**config.mk**
```make
export PLATFORM = sky130hd
export DESIGN_NAME = uart_tx_arbiter
export DESIGN_NICKNAME = d
export VERILOG_FILES = /design/src/rtl/uart_tx_arbiter.sv
export SDC_FILE = /design/constraint.sdc
export NUM_CORES = 1
export LEC_CHECK = 0
export CELL_PAD_IN_SITES_DETAIL_PLACEMENT = 1
export CELL_PAD_IN_SITES_GLOBAL_PLACEMENT = 2
export CORE_ASPECT_RATIO = 1.4
export CORE_UTILIZATION = 25
export CTS_BUF_LIST = sky130_fd_sc_hd__clkbuf_4 sky130_fd_sc_hd__clkbuf_8 sky130_fd_sc_hd__clkbuf_16
export DETAILED_ROUTE_END_ITERATION = 10
export GPL_TIMING_DRIVEN = 0
export PLACE_DENSITY_LB_ADDON = 0.1
export SLEW_MARGIN = 20
export SYNTH_ARGS = -nofsm -noshare
export SYNTH_HDL_FRONTEND = slang
export SYNTH_SLANG_ARGS = --single-unit
export TNS_END_PERCENT = 50
```
**constraint.sdc**
```tcl
create_clock -name clk -period 1.88 [get_ports clk]
set_input_delay 0.564 -clock clk [delete_from_list [all_inputs] [get_ports clk]]
set_output_delay 0.564 -clock clk [all_outputs]
set_load 0.01 [all_outputs]
```
**src/rtl/uart_tx_arbiter.sv**
```systemverilog
// Round-robin arbiter sharing one parity-framed byte transmitter among N_REQ sources.
// Latches the winner's byte, runs the start/finish handshake and pulses gnt/done/err.
// Optional per-byte abort timeout is compiled in with `define UART_TX_ARB_TIMEOUT_EN.
module uart_tx_arbiter #(
   parameter int unsigned N_REQ         = 4,
   parameter int unsigned TIMEOUT_TICKS = 32
) (
   input  logic               clk,
   input  logic               rst_n,
   input  logic [N_REQ-1:0]   req,
   input  logic [8*N_REQ-1:0] req_data,
   output logic [N_REQ-1:0]   gnt,
   output logic [N_REQ-1:0]   done,
   output logic [N_REQ-1:0]   err,
   output logic               busy,
   output logic               tx_start,
   output logic [7:0]         tx_data,
   input  logic               tx_finish,
   input  logic               tx_enable
);

   localparam int unsigned IdxW = (N_REQ > 1) ? $clog2(N_REQ) : 1;
   typedef logic [IdxW-1:0] idx_t;

   typedef enum logic [1:0] {StIdle, StStart, StBusy, StDone} state_t;

   state_t           stateQ, stateD;
   idx_t             ptrQ, ptrD;
   idx_t             idxQ, idxD;
   logic [N_REQ-1:0] gntQ, gntD;
   logic [N_REQ-1:0] doneQ, doneD;
   logic             txStartQ, txStartD;
   logic [7:0]       txDataQ, txDataD;
   logic [7:0]       reqByte [N_REQ];
   idx_t             cand;
   idx_t             selIdx;
   logic             selFound;
   idx_t             nextPtr;

   for (genvar i = 0; i < int'(N_REQ); i++) begin : gen_bytes
      assign reqByte[i] = req_data[8*i+7 -: 8];
   end

   // First pending requester at or above ptr, wrapping modulo N_REQ.
   always_comb begin
      selFound = 1'b0;
      selIdx   = '0;
      cand     = '0;
      for (int k = 0; k < int'(N_REQ); k++) begin
         cand = idx_t'((int'(ptrQ) + k) % int'(N_REQ));
         if (!selFound && req[cand]) begin
            selFound = 1'b1;
            selIdx   = cand;
         end
      end
   end

   assign nextPtr = (idxQ == idx_t'(N_REQ - 1)) ? '0 : idxQ + 1'b1;

`ifdef UART_TX_ARB_TIMEOUT_EN
   logic [7:0]       cntQ, cntD;
   logic [N_REQ-1:0] errQ, errD;
`endif

   // Next-state and registered-output logic.
   always_comb begin
      stateD   = stateQ;
      ptrD     = ptrQ;
      idxD     = idxQ;
      gntD     = '0;
      doneD    = '0;
      txStartD = txStartQ;
      txDataD  = txDataQ;
`ifdef UART_TX_ARB_TIMEOUT_EN
      cntD     = cntQ;
      errD     = '0;
`endif
      unique case (stateQ)
         StIdle: begin
            if (selFound) begin
               txDataD      = reqByte[selIdx];
               idxD         = selIdx;
               gntD[selIdx] = 1'b1;
               txStartD     = 1'b1;
               stateD       = StStart;
            end
         end
         StStart: begin
            // Transmitter pulls finish low once it has taken the byte.
            if (!tx_finish) begin
               txStartD = 1'b0;
               stateD   = StBusy;
            end
         end
         StBusy: begin
            if (tx_finish) begin
               doneD[idxQ] = 1'b1;
               ptrD        = nextPtr;
               stateD      = StDone;
            end
         end
         StDone: begin
            stateD = StIdle;
         end
         default: begin
            stateD = StIdle;
         end
      endcase
`ifdef UART_TX_ARB_TIMEOUT_EN
      if (stateQ == StIdle) begin
         cntD = '0;
      end else if (tx_enable && (((stateQ == StStart) && tx_finish) ||
                                 ((stateQ == StBusy) && !tx_finish))) begin
         // Only counts while the exit condition is absent, so finish beats timeout.
         cntD = cntQ + 8'd1;
         if (32'(cntD) >= TIMEOUT_TICKS) begin
            errD[idxQ] = 1'b1;
            txStartD   = 1'b0;
            ptrD       = nextPtr;
            stateD     = StIdle;
         end
      end
`endif
   end

   // State and output registers.
   always_ff @(posedge clk or negedge rst_n) begin
      if (!rst_n) begin
         stateQ   <= StIdle;
         ptrQ     <= '0;
         idxQ     <= '0;
         gntQ     <= '0;
         doneQ    <= '0;
         txStartQ <= 1'b0;
         txDataQ  <= 8'h00;
`ifdef UART_TX_ARB_TIMEOUT_EN
         cntQ     <= '0;
         errQ     <= '0;
`endif
      end else begin
         stateQ   <= stateD;
         ptrQ     <= ptrD;
         idxQ     <= idxD;
         gntQ     <= gntD;
         doneQ    <= doneD;
         txStartQ <= txStartD;
         txDataQ  <= txDataD;
`ifdef UART_TX_ARB_TIMEOUT_EN
         cntQ     <= cntD;
         errQ     <= errD;
`endif
      end
   end

`ifdef UART_TX_ARB_TIMEOUT_EN
   assign err = errQ;
`else
   // Without the timeout the baud tick and limit have no role here.
   logic unusedTimeout;
   assign unusedTimeout = tx_enable ^ (TIMEOUT_TICKS == 0);
   assign err = '0;
`endif

   assign gnt      = gntQ;
   assign done     = doneQ;
   assign busy     = (stateQ != StIdle);
   assign tx_start = txStartQ;
   assign tx_data  = txDataQ;

endmodule

```
==> Implementation_results.wiki <==
{| class="wikitable"
! Metric !! Value
|-
| Flip-flop and latch count after synthesis || 23
|-
| Synth-to-layout area growth || 56.15%
|-
| Startpoint Class || primary input
|-
| DRT Wirelength || 4317 microns
|-
| Data arrival, critical path || 1.96 ns
|-
| Number of antenna violations at the first check in global routing || 0
|-
| Sequential Area || 575.6 sq um
|-
| Die area || 0.006052 sq mm
|-
| Period Utilization, post-route || 0.9416
|-
| Pin count of the biggest net entering global routing || 24
|-
| Avg WL per Cell || 15.64 microns
|-
| Worst path required time || 2.07 ns
|-
| Final net count || 256
|-
| Hold Fails Final Rpt || 0
|-
| Vias in the first global route || 1398
|-
| Max-cap violations || 0
|-
| Worst flop-to-flop path startpoint || ptrQ[1]
|-
| Power density relative to cell area || 1239 mW/mm^2
|-
| Synth cell types || 32
|-
| Hold_buf cts || 0
|-
| Global routing usage summed across all routing layers || 0.1510
|-
| Router iterations before antenna repair || 4
|-
| Yosys warning count || 0
|-
| Worst hold path type || in -> async
|-
| Crit Path Category || in -> reg
|-
| Setup TNS || 0 ns
|-
| Most common flop cell mapped by yosys || sky130_fd_sc_hd__dfrtp_1
|-
| Number of synthesized flops with an enable pin || 0
|-
| Number of rows in the core area || 32
|-
| Actual transition at the worst max-transition pin || 0.5335 ns
|-
| Reg clk slew, reported paths || 0.09 ns
|-
| Cell count after synthesis || 139
|-
| Clk root buf || sky130_fd_sc_hd__clkbuf_8
|-
| Antenna Nets Post-Route || 0
|-
| Number of cells in the design after placement || 266
|-
| Number of buffers on the longest clock path || 2
|-
| Setup skew after layout || 0.002051 ns
|-
| Latest clock arrival within the worst-skew pair || 0.26 ns
|-
| Result of the run || completed
|-
| Antenna Diode Count || 0
|-
| Number of vias in the routed layout || 1302
|-
| Fillcell total || 640
|-
| Unrepaired setup endpoints after global routing || no
|-
| Clock period minus final worst setup slack || 1.770 ns
|-
| Cts bufs inserted || 3
|-
| Die outline height || 91.65 microns
|-
| Proportion of synthesized chip area in sequential cells || 0.4010
|-
| Wire length of the first global-routing pass || 6941 microns
|-
| Setup crit start || req[1]
|-
| Area occupied by multi-input gates || 849.6 sq um
|-
| CP max FO || 9
|-
| Area share of the leading cell type in the synthesized netlist || 0.4010
|-
| Avg Cell Area, Syn || 10.32 sq um
|-
| Largest cells by area after synthesis || sky130_fd_sc_hd__dfrtp_1 40%, sky130_fd_sc_hd__o211ai_2 7.0%, sky130_fd_sc_hd__mux2i_1 6.3%, sky130_fd_sc_hd__ha_1 6.1%, sky130_fd_sc_hd__a21bo_2 5.6%
|-
| Input/output buffers || 56
|-
| Max Freq || 564.9 MHz
|-
| Floorplan core area || 0.005525 sq mm
|-
| Routability-driven placement congestion ratio || 0.6945
|-
| Final setup violation count || 0
|-
| Grt ovf || 0
|-
| Post-synthesis cell area || 0.001435 sq mm
|-
| Drt first-iter violations || 24
|-
| Final std cells w/o fill || 276
|-
| Fin. max-slew vios || 0
|-
| Share of cells above drive strength 1 || 0.2356
|-
| H-tree depth || 1
|-
| Cell type with the largest total area after synthesis || sky130_fd_sc_hd__dfrtp_1
|-
| Average via count per standard cell || 4.717
|-
| CTS tree || done
|-
| Standby leakage power || 0.9893 nW
|-
| Fraction of registers with async set or reset after synthesis || 1.000
|-
| Final routed DRC violation total || 0
|-
| Clk sink count || 23
|-
| Count of pins on the block boundary || 62
|-
| Worst slew margin relative to its limit || 0.6443
|-
| Starting density of the core || 0.2597
|-
| Dpl hpwl || 3268 microns
|-
| Die X || 66.04 microns
|-
| Kind of end point of the critical path || flop
|-
| Max rail drop VDD || 0.5684 mV
|}
area by class of cell:
class	instances	share of cell area
clock buffers	3	0.01843
well taps	68	0.03797
clock inverters	1	0.002233
inverters	6	0.01005
repair buffers	61	0.2730
multi-input cells	107	0.3791
plain buffers	7	0.02233
flip-flops and latches	23	0.2568
flip-flops by register name, summed over array words and instances (netlist names):
register and count:
tx_data 8, done 4, gnt 4, idxQ 2, ptrQ 2, stateQ 2, tx_start 1
critical path: stages:
cell and delay, ns:
sky130_fd_sc_hd__clkdlybuf4s15_1 0.39, sky130_fd_sc_hd__nor3b_2 0.10, sky130_fd_sc_hd__a211oi_2 0.26, sky130_fd_sc_hd__nor2_1 0.09, sky130_fd_sc_hd__or2_0 0.20, sky130_fd_sc_hd__buf_4 0.19
sky130_fd_sc_hd__o211ai_2 0.16
kinds of logic after synthesis:
kind of cell | after synthesis | share of synthesized area
other | 1 | 0.002613
multiplexers | 10 | 0.07062
adder cells (fa/ha/maj) | 7 | 0.06103
AO/OA/AOI/OAI | 38 | 0.2424
flip-flops | 23 | 0.4010
AND/OR/NAND/NOR | 47 | 0.1735
buffers and inverters | 13 | 0.04882
cells in the mapped netlist, drive strengths merged, types with 2 or more instances:
cell / count
mux2i: 9
a21oi: 3
a21o: 2
o21ai: 11
a211oi: 2
nand3: 8
ha: 7
buf: 7
inv: 6
nand2: 15
dfrtp: 23
nor2b: 2
nor2: 10
and3: 4
nand2b: 3
o211ai: 8
a21bo: 8
metrics by stage:
stage | area [sq um] | hold slack [ns] | power (mW) | utilization | setup slack, ns
floorplan | 1446 | 0.2684 | 1.747 | - | 0.2858
global placement | 2092 | 0.4676 | 2.320 | 0.3786 | -0.4727
detailed placement | 2092 | 0.4782 | 2.387 | 0.3786 | -0.5503
CTS | 2250 | 0.4997 | 2.850 | 0.4072 | 0.01949
global route | 2241 | 0.3142 | 3.024 | 0.4056 | 0.0008940
finish | 2241 | 0.2690 | 2.776 | 0.4056 | 0.1099
report_power, final:
| group | switching, mW | internal, mW | total (mW) | leakage, nW |
|---|---|---|---|---|
| combinational | 0.792 | 0.831 | 1.62 | 0.671 |
| sequential | 0.153 | 0.688 | 0.841 | 0.293 |
| clock | 0.164 | 0.148 | 0.312 | 0.0255 |
layout by cell type (no fill, tap or decap), types with 2 or more instances in the layout:
cell                               n
sky130_fd_sc_hd__a21oi_1           2
sky130_fd_sc_hd__clkdlybuf4s50_1  50
sky130_fd_sc_hd__buf_2             2
sky130_fd_sc_hd__a21o_1            2
sky130_fd_sc_hd__inv_1             4
sky130_fd_sc_hd__a21bo_2           8
sky130_fd_sc_hd__clkbuf_8          3
sky130_fd_sc_hd__nand2_1          15
sky130_fd_sc_hd__nand3_1           8
sky130_fd_sc_hd__nor2_1            9
sky130_fd_sc_hd__nand2b_1          3
sky130_fd_sc_hd__conb_1            4
sky130_fd_sc_hd__o211ai_2          8
sky130_fd_sc_hd__mux2i_1           8
sky130_fd_sc_hd__inv_2             2
sky130_fd_sc_hd__ha_1              6
sky130_fd_sc_hd__and3_1            4
sky130_fd_sc_hd__buf_4             9
sky130_fd_sc_hd__buf_12            2
sky130_fd_sc_hd__nor2b_1           2
sky130_fd_sc_hd__o21ai_0          11
sky130_fd_sc_hd__dlygate4sd2_1     2
sky130_fd_sc_hd__dfrtp_1          23
per-layer routing:
metal | vias up | global-route usage | wire, microns
li1 | 622 | - | -
met1 | 643 | 0.1774 | 1717
met2 | 35 | 0.2798 | 2354
met3 | 2 | 0.01990 | 215
met4 | 0 | 0.03723 | 29
met5 | - | 0 | 0
path summary, 6_finish.rpt:
| kind | slack, ns | to | cells after the start |
|---|---|---|---|
| setup / recovery | 0.11 | tx_data[1] | 7 |
| hold / removal | 0.27 | tx_data[4] | 1 |
| setup reg to reg | 0.18 | tx_data[5] | 6 |
| hold reg to reg | 0.49 | tx_data[5] | 2 |
| max in group asynchronous | 1.25 | idxQ[1] | 1 |
| min in group clk | 0.49 | tx_data[5] | 2 |
timing repair:
| action | 4_1_cts | 5_1_grt |
|---|---|---|
| cloned | 1 | 0 |
| endpoints found under the setup margin | 14 | 8 |
| pin swaps | 4 | 1 |
| resized for setup | 17 | 2 |
| setup buffers | 5 | 0 |
Power figures use the tool's default switching activity.
